$ cat config.mk
export PLATFORM = sky130hd
export DESIGN_NAME = lstm_gate_sequencer
export DESIGN_NICKNAME = d
export VERILOG_FILES = /design/src/rtl/lstm_pkg.sv /design/src/rtl/lstm_operand_pipe.sv /design/src/rtl/lstm_gate_sequencer.sv
export SDC_FILE = /design/constraint.sdc
export NUM_CORES = 1
export LEC_CHECK = 0
export ABC_AREA = 1
export CORE_ASPECT_RATIO = 1.75
export CORE_MARGIN = 2
export CORE_UTILIZATION = 30
export CTS_CLUSTER_DIAMETER = 30
export DETAILED_ROUTE_END_ITERATION = 6
export PLACE_DENSITY_LB_ADDON = 0.1
export SLEW_MARGIN = 20
export SYNTH_ARGS = -nofsm -noshare
export SYNTH_HDL_FRONTEND = slang
export SYNTH_SLANG_ARGS = --single-unit
$ cat constraint.sdc
create_clock -name clk -period 2.2 [get_ports clk]
set_input_delay 0.44 -clock clk [delete_from_list [all_inputs] [get_ports clk]]
set_output_delay 0.44 -clock clk [all_outputs]
set_load 0.05 [all_outputs]
$ cat src/rtl/lstm_pkg.sv
// Shared constants, FSM encoding and saturation helper for the LSTM gate sequencer.
package lstm_pkg;

  localparam int FP8_W  = 8;
  localparam int FSD8_W = 8;
  localparam int FP16_W = 16;

  localparam logic [1:0] GATE_F = 2'd0;
  localparam logic [1:0] GATE_I = 2'd1;
  localparam logic [1:0] GATE_G = 2'd2;
  localparam logic [1:0] GATE_O = 2'd3;

  typedef enum logic [2:0] {
    S_IDLE,
    S_ISSUE,
    S_DRAIN,
    S_BIAS,
    S_OUT,
    S_FIN
  } state_t;

  // Clamp a signed sum to the 16-bit pre-activation range.
  function automatic logic [FP16_W-1:0] sat16(input logic signed [31:0] v);
    if (v > 32'sd32767) return 16'h7FFF;
    else if (v < -32'sd32768) return 16'h8000;
    else return v[15:0];
  endfunction

endpackage

$ cat src/rtl/lstm_operand_pipe.sv
// Aligns issued activations with the 1-cycle weight read, feeds the MAC and
// accumulates its registered result two cycles after issue.
module lstm_operand_pipe
  import lstm_pkg::*;
#(
  parameter int ACC_W = 24
) (
  input  logic                    clk,
  input  logic                    rst,
  input  logic                    flush,
  input  logic                    issue,
  input  logic                    acc_clr,
  input  logic [FP8_W-1:0]        act_in,
  input  logic [FSD8_W-1:0]       wmem_data,
  input  logic [FP16_W-1:0]       mac_psum,
  output logic [FSD8_W-1:0]       mac_weight,
  output logic [FP8_W-1:0]        mac_act,
  output logic signed [ACC_W-1:0] acc
);

  logic [FP8_W-1:0] act_d;
  logic             v1;
  logic             v2;

  always_ff @(posedge clk or posedge rst) begin
    if (rst) begin
      act_d <= '0;
      v1    <= 1'b0;
      v2    <= 1'b0;
      acc   <= '0;
    end else if (flush) begin
      act_d <= '0;
      v1    <= 1'b0;
      v2    <= 1'b0;
      acc   <= '0;
    end else begin
      act_d <= issue ? act_in : '0;
      v1    <= issue;
      v2    <= v1;
      if (acc_clr) acc <= '0;
      else if (v2) acc <= acc + ACC_W'($signed(mac_psum));
    end
  end

  // Operands are forced to zero outside the operand stage.
  assign mac_weight = v1 ? wmem_data : '0;
  assign mac_act    = v1 ? act_d : '0;

endmodule

$ cat src/rtl/lstm_gate_sequencer.sv
// Sequences one shared MAC over the F/I/G/O gate rows of one LSTM timestep and
// hands each biased, saturated pre-activation out over valid/ready.
module lstm_gate_sequencer
  import lstm_pkg::*;
#(
  parameter int N_X    = 4,
  parameter int N_H    = 4,
  parameter int ADDR_W = 6,
  parameter int ACC_W  = 24,
  localparam int IDX_W = ($clog2((N_X > N_H) ? N_X : N_H) < 1) ? 1 :
                          $clog2((N_X > N_H) ? N_X : N_H)
) (
  input  logic              clk,
  input  logic              rst,
  input  logic              start,
  input  logic              abort,
  output logic              busy,
  output logic              done,
  output logic              wmem_rd_en,
  output logic [ADDR_W-1:0] wmem_addr,
  input  logic [FSD8_W-1:0] wmem_data,
  output logic              act_sel,
  output logic [IDX_W-1:0]  act_idx,
  input  logic [FP8_W-1:0]  act_data,
  output logic [1:0]        bias_idx,
  input  logic [FP16_W-1:0] bias_data,
  output logic [FSD8_W-1:0] mac_weight,
  output logic [FP8_W-1:0]  mac_act,
  input  logic [FP16_W-1:0] mac_psum,
  output logic              gate_valid,
  input  logic              gate_ready,
  output logic [1:0]        gate_id,
  output logic [FP16_W-1:0] gate_preact
);

  localparam int ROW = N_X + N_H;
  localparam int K_W = ($clog2(ROW) < 1) ? 1 : $clog2(ROW);

  state_t                  state;
  state_t                  state_nxt;
  logic [1:0]              gate;
  logic [K_W-1:0]          k;
  logic                    issue;
  logic                    acc_clr;
  logic signed [ACC_W-1:0] acc;
  logic signed [31:0]      biased;

  always_ff @(posedge clk or posedge rst) begin
    if (rst) state <= S_IDLE;
    else     state <= state_nxt;
  end

  always_comb begin
    state_nxt  = state;
    busy       = (state != S_IDLE);
    done       = 1'b0;
    wmem_rd_en = 1'b0;
    gate_valid = 1'b0;
    issue      = 1'b0;
    acc_clr    = 1'b0;
    case (state)
      S_IDLE: begin
        if (start) begin
          state_nxt = S_ISSUE;
          acc_clr   = 1'b1;
        end
      end
      S_ISSUE: begin
        wmem_rd_en = 1'b1;
        issue      = 1'b1;
        if (k == K_W'(ROW - 1)) state_nxt = S_DRAIN;
      end
      S_DRAIN: begin
        if (k == K_W'(1)) state_nxt = S_BIAS;
      end
      S_BIAS: state_nxt = S_OUT;
      S_OUT: begin
        gate_valid = 1'b1;
        if (gate_ready) begin
          if (gate == GATE_O) begin
            state_nxt = S_FIN;
          end else begin
            state_nxt = S_ISSUE;
            acc_clr   = 1'b1;
          end
        end
      end
      S_FIN: begin
        done      = 1'b1;
        state_nxt = S_IDLE;
      end
      default: state_nxt = S_IDLE;
    endcase
    // Abort overrides everything, including a simultaneous start in IDLE.
    if (abort) state_nxt = S_IDLE;
  end

  assign biased = 32'($signed(acc)) + 32'($signed(bias_data));

  always_ff @(posedge clk or posedge rst) begin
    if (rst) begin
      gate        <= '0;
      k           <= '0;
      gate_id     <= '0;
      gate_preact <= '0;
    end else if (abort) begin
      gate <= '0;
      k    <= '0;
    end else begin
      case (state)
        S_IDLE: begin
          gate <= '0;
          k    <= '0;
        end
        S_ISSUE: k <= (k == K_W'(ROW - 1)) ? '0 : k + K_W'(1);
        S_DRAIN: k <= (k == K_W'(1)) ? '0 : k + K_W'(1);
        S_BIAS: begin
          gate_preact <= sat16(biased);
          gate_id     <= gate;
        end
        S_OUT: begin
          if (gate_ready && gate != GATE_O) gate <= gate + 2'd1;
        end
        S_FIN: gate <= '0;
        default: k <= '0;
      endcase
    end
  end

  // Element k < N_X reads the x_t bank, the rest read h_prev.
  always_comb begin
    wmem_addr = '0;
    act_sel   = 1'b0;
    act_idx   = '0;
    if (state == S_ISSUE) begin
      wmem_addr = ADDR_W'(int'(gate) * ROW + int'(k));
      if (int'(k) < N_X) begin
        act_idx = IDX_W'(k);
      end else begin
        act_sel = 1'b1;
        act_idx = IDX_W'(int'(k) - N_X);
      end
    end
  end

  assign bias_idx = gate;

  lstm_operand_pipe #(
    .ACC_W(ACC_W)
  ) u_pipe (
    .clk       (clk),
    .rst       (rst),
    .flush     (abort),
    .issue     (issue),
    .acc_clr   (acc_clr),
    .act_in    (act_data),
    .wmem_data (wmem_data),
    .mac_psum  (mac_psum),
    .mac_weight(mac_weight),
    .mac_act   (mac_act),
    .acc       (acc)
  );

endmodule
==> impl_metrics.tcl <==
set metrics [dict create \
    placed_cells 1363 \
    die_h_microns 184 \
    drcViolationCount 0 \
    worstSetupStartpointType "input port" \
    num_antenna_cells 0 \
    cts_sinks 60 \
    violations "negative setup slack" \
    ant_nets 0 \
    cts_tree "built" \
    min_period_over_period 1.18 \
    vdd_drop_max_mv 0.488 \
    grtUsageTotal 0.206 \
    synth_compound_area_frac 0.134 \
    rows 66 \
    syn-num-nets 978 \
    netlist_area_sq_um 5580 \
    post-route-min-period_ps 2610 \
    die-area_sq_um 19700 \
    r2r-start "u_pipe.acc[0]" \
    cp.arrival_ps 2840 \
    yosys.area_share.adder 0.124 \
    fin_total_pwr_uw 6900 \
    fin_cells 1401 \
    status "complete, but fails checks" \
    grt_remaining_overflow 0 \
    clkSlewWorstSetupHoldPaths_ps 50 \
    avgViaCountPerCell 4.64 \
    synthMuxAreaShare 0.00180 \
    dieWidth_microns 107 \
    io_buffers 100 \
    synthArstFlopShare 1.00 \
    reg2reg_setup_slack_ps -400 \
    cts_root_buf "clkbuf_16" \
    gp_congestion 0.891 \
    holdWs_ps 479 \
    pwr_density_cell_nw_per_um2 705 \
    finalSetupViolCount 16 \
    antenna_found_initial 0 \
    drv_cap 0 \
    tns_ps -6350 \
    worst_slack_ps -406 \
    layout.nets 1265 \
    ys_seq_elements 60 \
    synthToLayoutAreaGrowth_pct 75.5 \
    ys_seq_area_frac 0.269 \
    ys_types 43 \
    synth_top_flop_cell "dfrtp_1" \
    avgRoutedWirePerCell_microns 14.0 \
    startpoint "bias_data[15]" \
    synth_top_family_by_area "simple AND/OR/NAND/NOR gates" \
    critPathMaxFanout 8 \
    start_util 0.303 \
    route.vias.total 6505 \
    rsz0062_at_grt "yes" \
    first_pass_iters 4 \
    relSlewSlack 0.561 \
    yosysWarnings 0 \
    fillerInstances 1793 \
    synthTopCellsByArea "dfrtp_1, nand2_1, ha_1" \
    synth-edff-count 0 \
    synthSimpleGateAreaFrac 0.341 \
    fmax_mhz 384 \
    ios 102 \
    layout-drive-gt1-share 0.340 \
    grt_pass1_vias 6742 \
    worstSetupEndpointType "flop" \
    p_leak_uw 0.00510 \
    cts_hold_buffers 0 \
    cts-buffers-inserted 9 \
    crit_end "gate_preact[14]" \
    tightest_slew_ps 650 \
    synth_commonest_cells "nand2_1, inv_1, nor2_1" \
    worstSkewPairLatency_ps 340 \
    critPathKind "in2reg" \
    grt_pass1_wl_microns 31700 \
    synth-xor-area-share 0.0298 \
    yosys.area.top_type_share 0.269 \
    synthesis.instances 871 \
    required_ps 2430 \
    post-route-util 0.531 \
    coreArea_sq_um 18400 \
    skew_ps 7.38 \
    hpwl_microns 15400 \
    h-tree-depth 3 \
    wl_microns 19600 \
    synth_area_leader_cell "dfrtp_1" \
    grt_max_degree 61 \
    maxSlewViolCount 0 \
    yosysMostFrequentCell "nand2_1" \
    hold_path.class "in2async" \
    drtIter0Drc 193 \
    ff2ff_path_depth 16 \
    finalHoldViolations 0 \
    clockBufferDepth 2 \
    worstReg2RegEnd "gate_preact[14]" \
    syn_area_per_cell_sq_um 6.40 \
]
==> sequential cells by signal, summed over array words and instances (netlist names) <==
name and count:
u_pipe.acc 24, gate_preact 16, u_pipe.act_d 8, k 3, state 3, bias_idx 2
gate_id 2, u_pipe.v1 1, u_pipe.v2 1
==> per-layer routing <==
| metal | routed length (microns) | vias to the layer above | global-route usage |
|---|---|---|---|
| li1 | - | 3362 | - |
| met1 | 6750 | 2953 | 0.187 |
| met2 | 11200 | 135 | 0.408 |
| met3 | 563 | 55 | 0.0272 |
| met4 | 1110 | 0 | 0.142 |
| met5 | 0 | - | 0 |
==> logic make-up after synthesis <==
kind of cell | Yosys count
adders and majority gates | 54
xor gates and xnor gates | 19
buffers and inverters | 139
and+or+nand+nor | 465
AOI/OAI and AO/OA | 132
muxes | 1
other | 1
DFF | 60
==> power by group <==
part	internal (uW)	switching [uW]
Combinational	1510	2160
Clock	1170	517
Sequential	1350	194
==> cell usage in the layout (no fill, tap or decap), types with 14 or more instances in the layout <==
cell type,count
nand2_1,286
buf_4,179
inv_1,112
nor2_1,60
dfrtp_1,60
clkdlybuf4s50_1,51
ha_4,35
a21oi_1,34
nand2_2,31
o21ai_0,24
nand3_1,23
buf_12,20
a21oi_2,18
buf_6,18
ha_1,16
dlygate4sd2_1,14
==> stage by stage <==
stage                     cell area [sq um]  setup slack, ps
final                                  9780             -406
after global routing                   9780             -509
after CTS                              9310             -384
after detailed placement               8270            -1270
after global placement                 8270            -1290
after floorplan                        5610             -128
==> critical path, cell delays in order <==
cell and delay (ps):
dlygate4sd2_1 240, buf_6 150, ha_4 290, nand2_2 60
buf_4 140, nor2_4 130, inv_2 60, nor2_4 90
nand4_1 210, nand3_2 180, a21oi_2 80, xor2_2 140
buf_6 130, buf_4 160, nand2_4 100, nand2_1 70
nand2_1 50, nand2_1 60, nand2_1 40
==> worst min-delay path by stage <==
| stage | startpoint | endpoint | slack, ps | cells after the start |
|---|---|---|---|---|
| 3_3_place_gp | gate_preact[11] | gate_preact[11] | 460 | 2 |
| 2_1_floorplan | u_pipe.acc[19] | u_pipe.acc[19] | 480 | 2 |
| 4_1_cts | gate_preact[14] | gate_preact[14] | 480 | 2 |
| 3_5_place_dp | gate_preact[14] | gate_preact[14] | 470 | 2 |
| 5_1_grt | gate_preact[14] | gate_preact[14] | 500 | 2 |
| 6_report | rst | k[1] | 480 | 3 |
==> area by class of cell <==
cell class,instances,area (sq um),share of cell area
Clock buffer,12,256,0.0262
Clock inverter,4,95.1,0.00972
Inverter,122,462,0.0472
Multi-Input combinational cell,674,4490,0.459
Sequential cell,60,1500,0.153
Tap cell,238,298,0.0304
Timing Repair Buffer,291,2690,0.274
==> what timing repair did <==
| item | in CTS | in global routing |
|---|---|---|
| setup endpoints to repair | 36 | 30 |
| gates resized for setup | 130 | 97 |
| pin swaps | 35 | 47 |
| buffers inserted | 10 | 15 |
| gates cloned | 3 | 0 |
(Power assumes the default switching activity.)
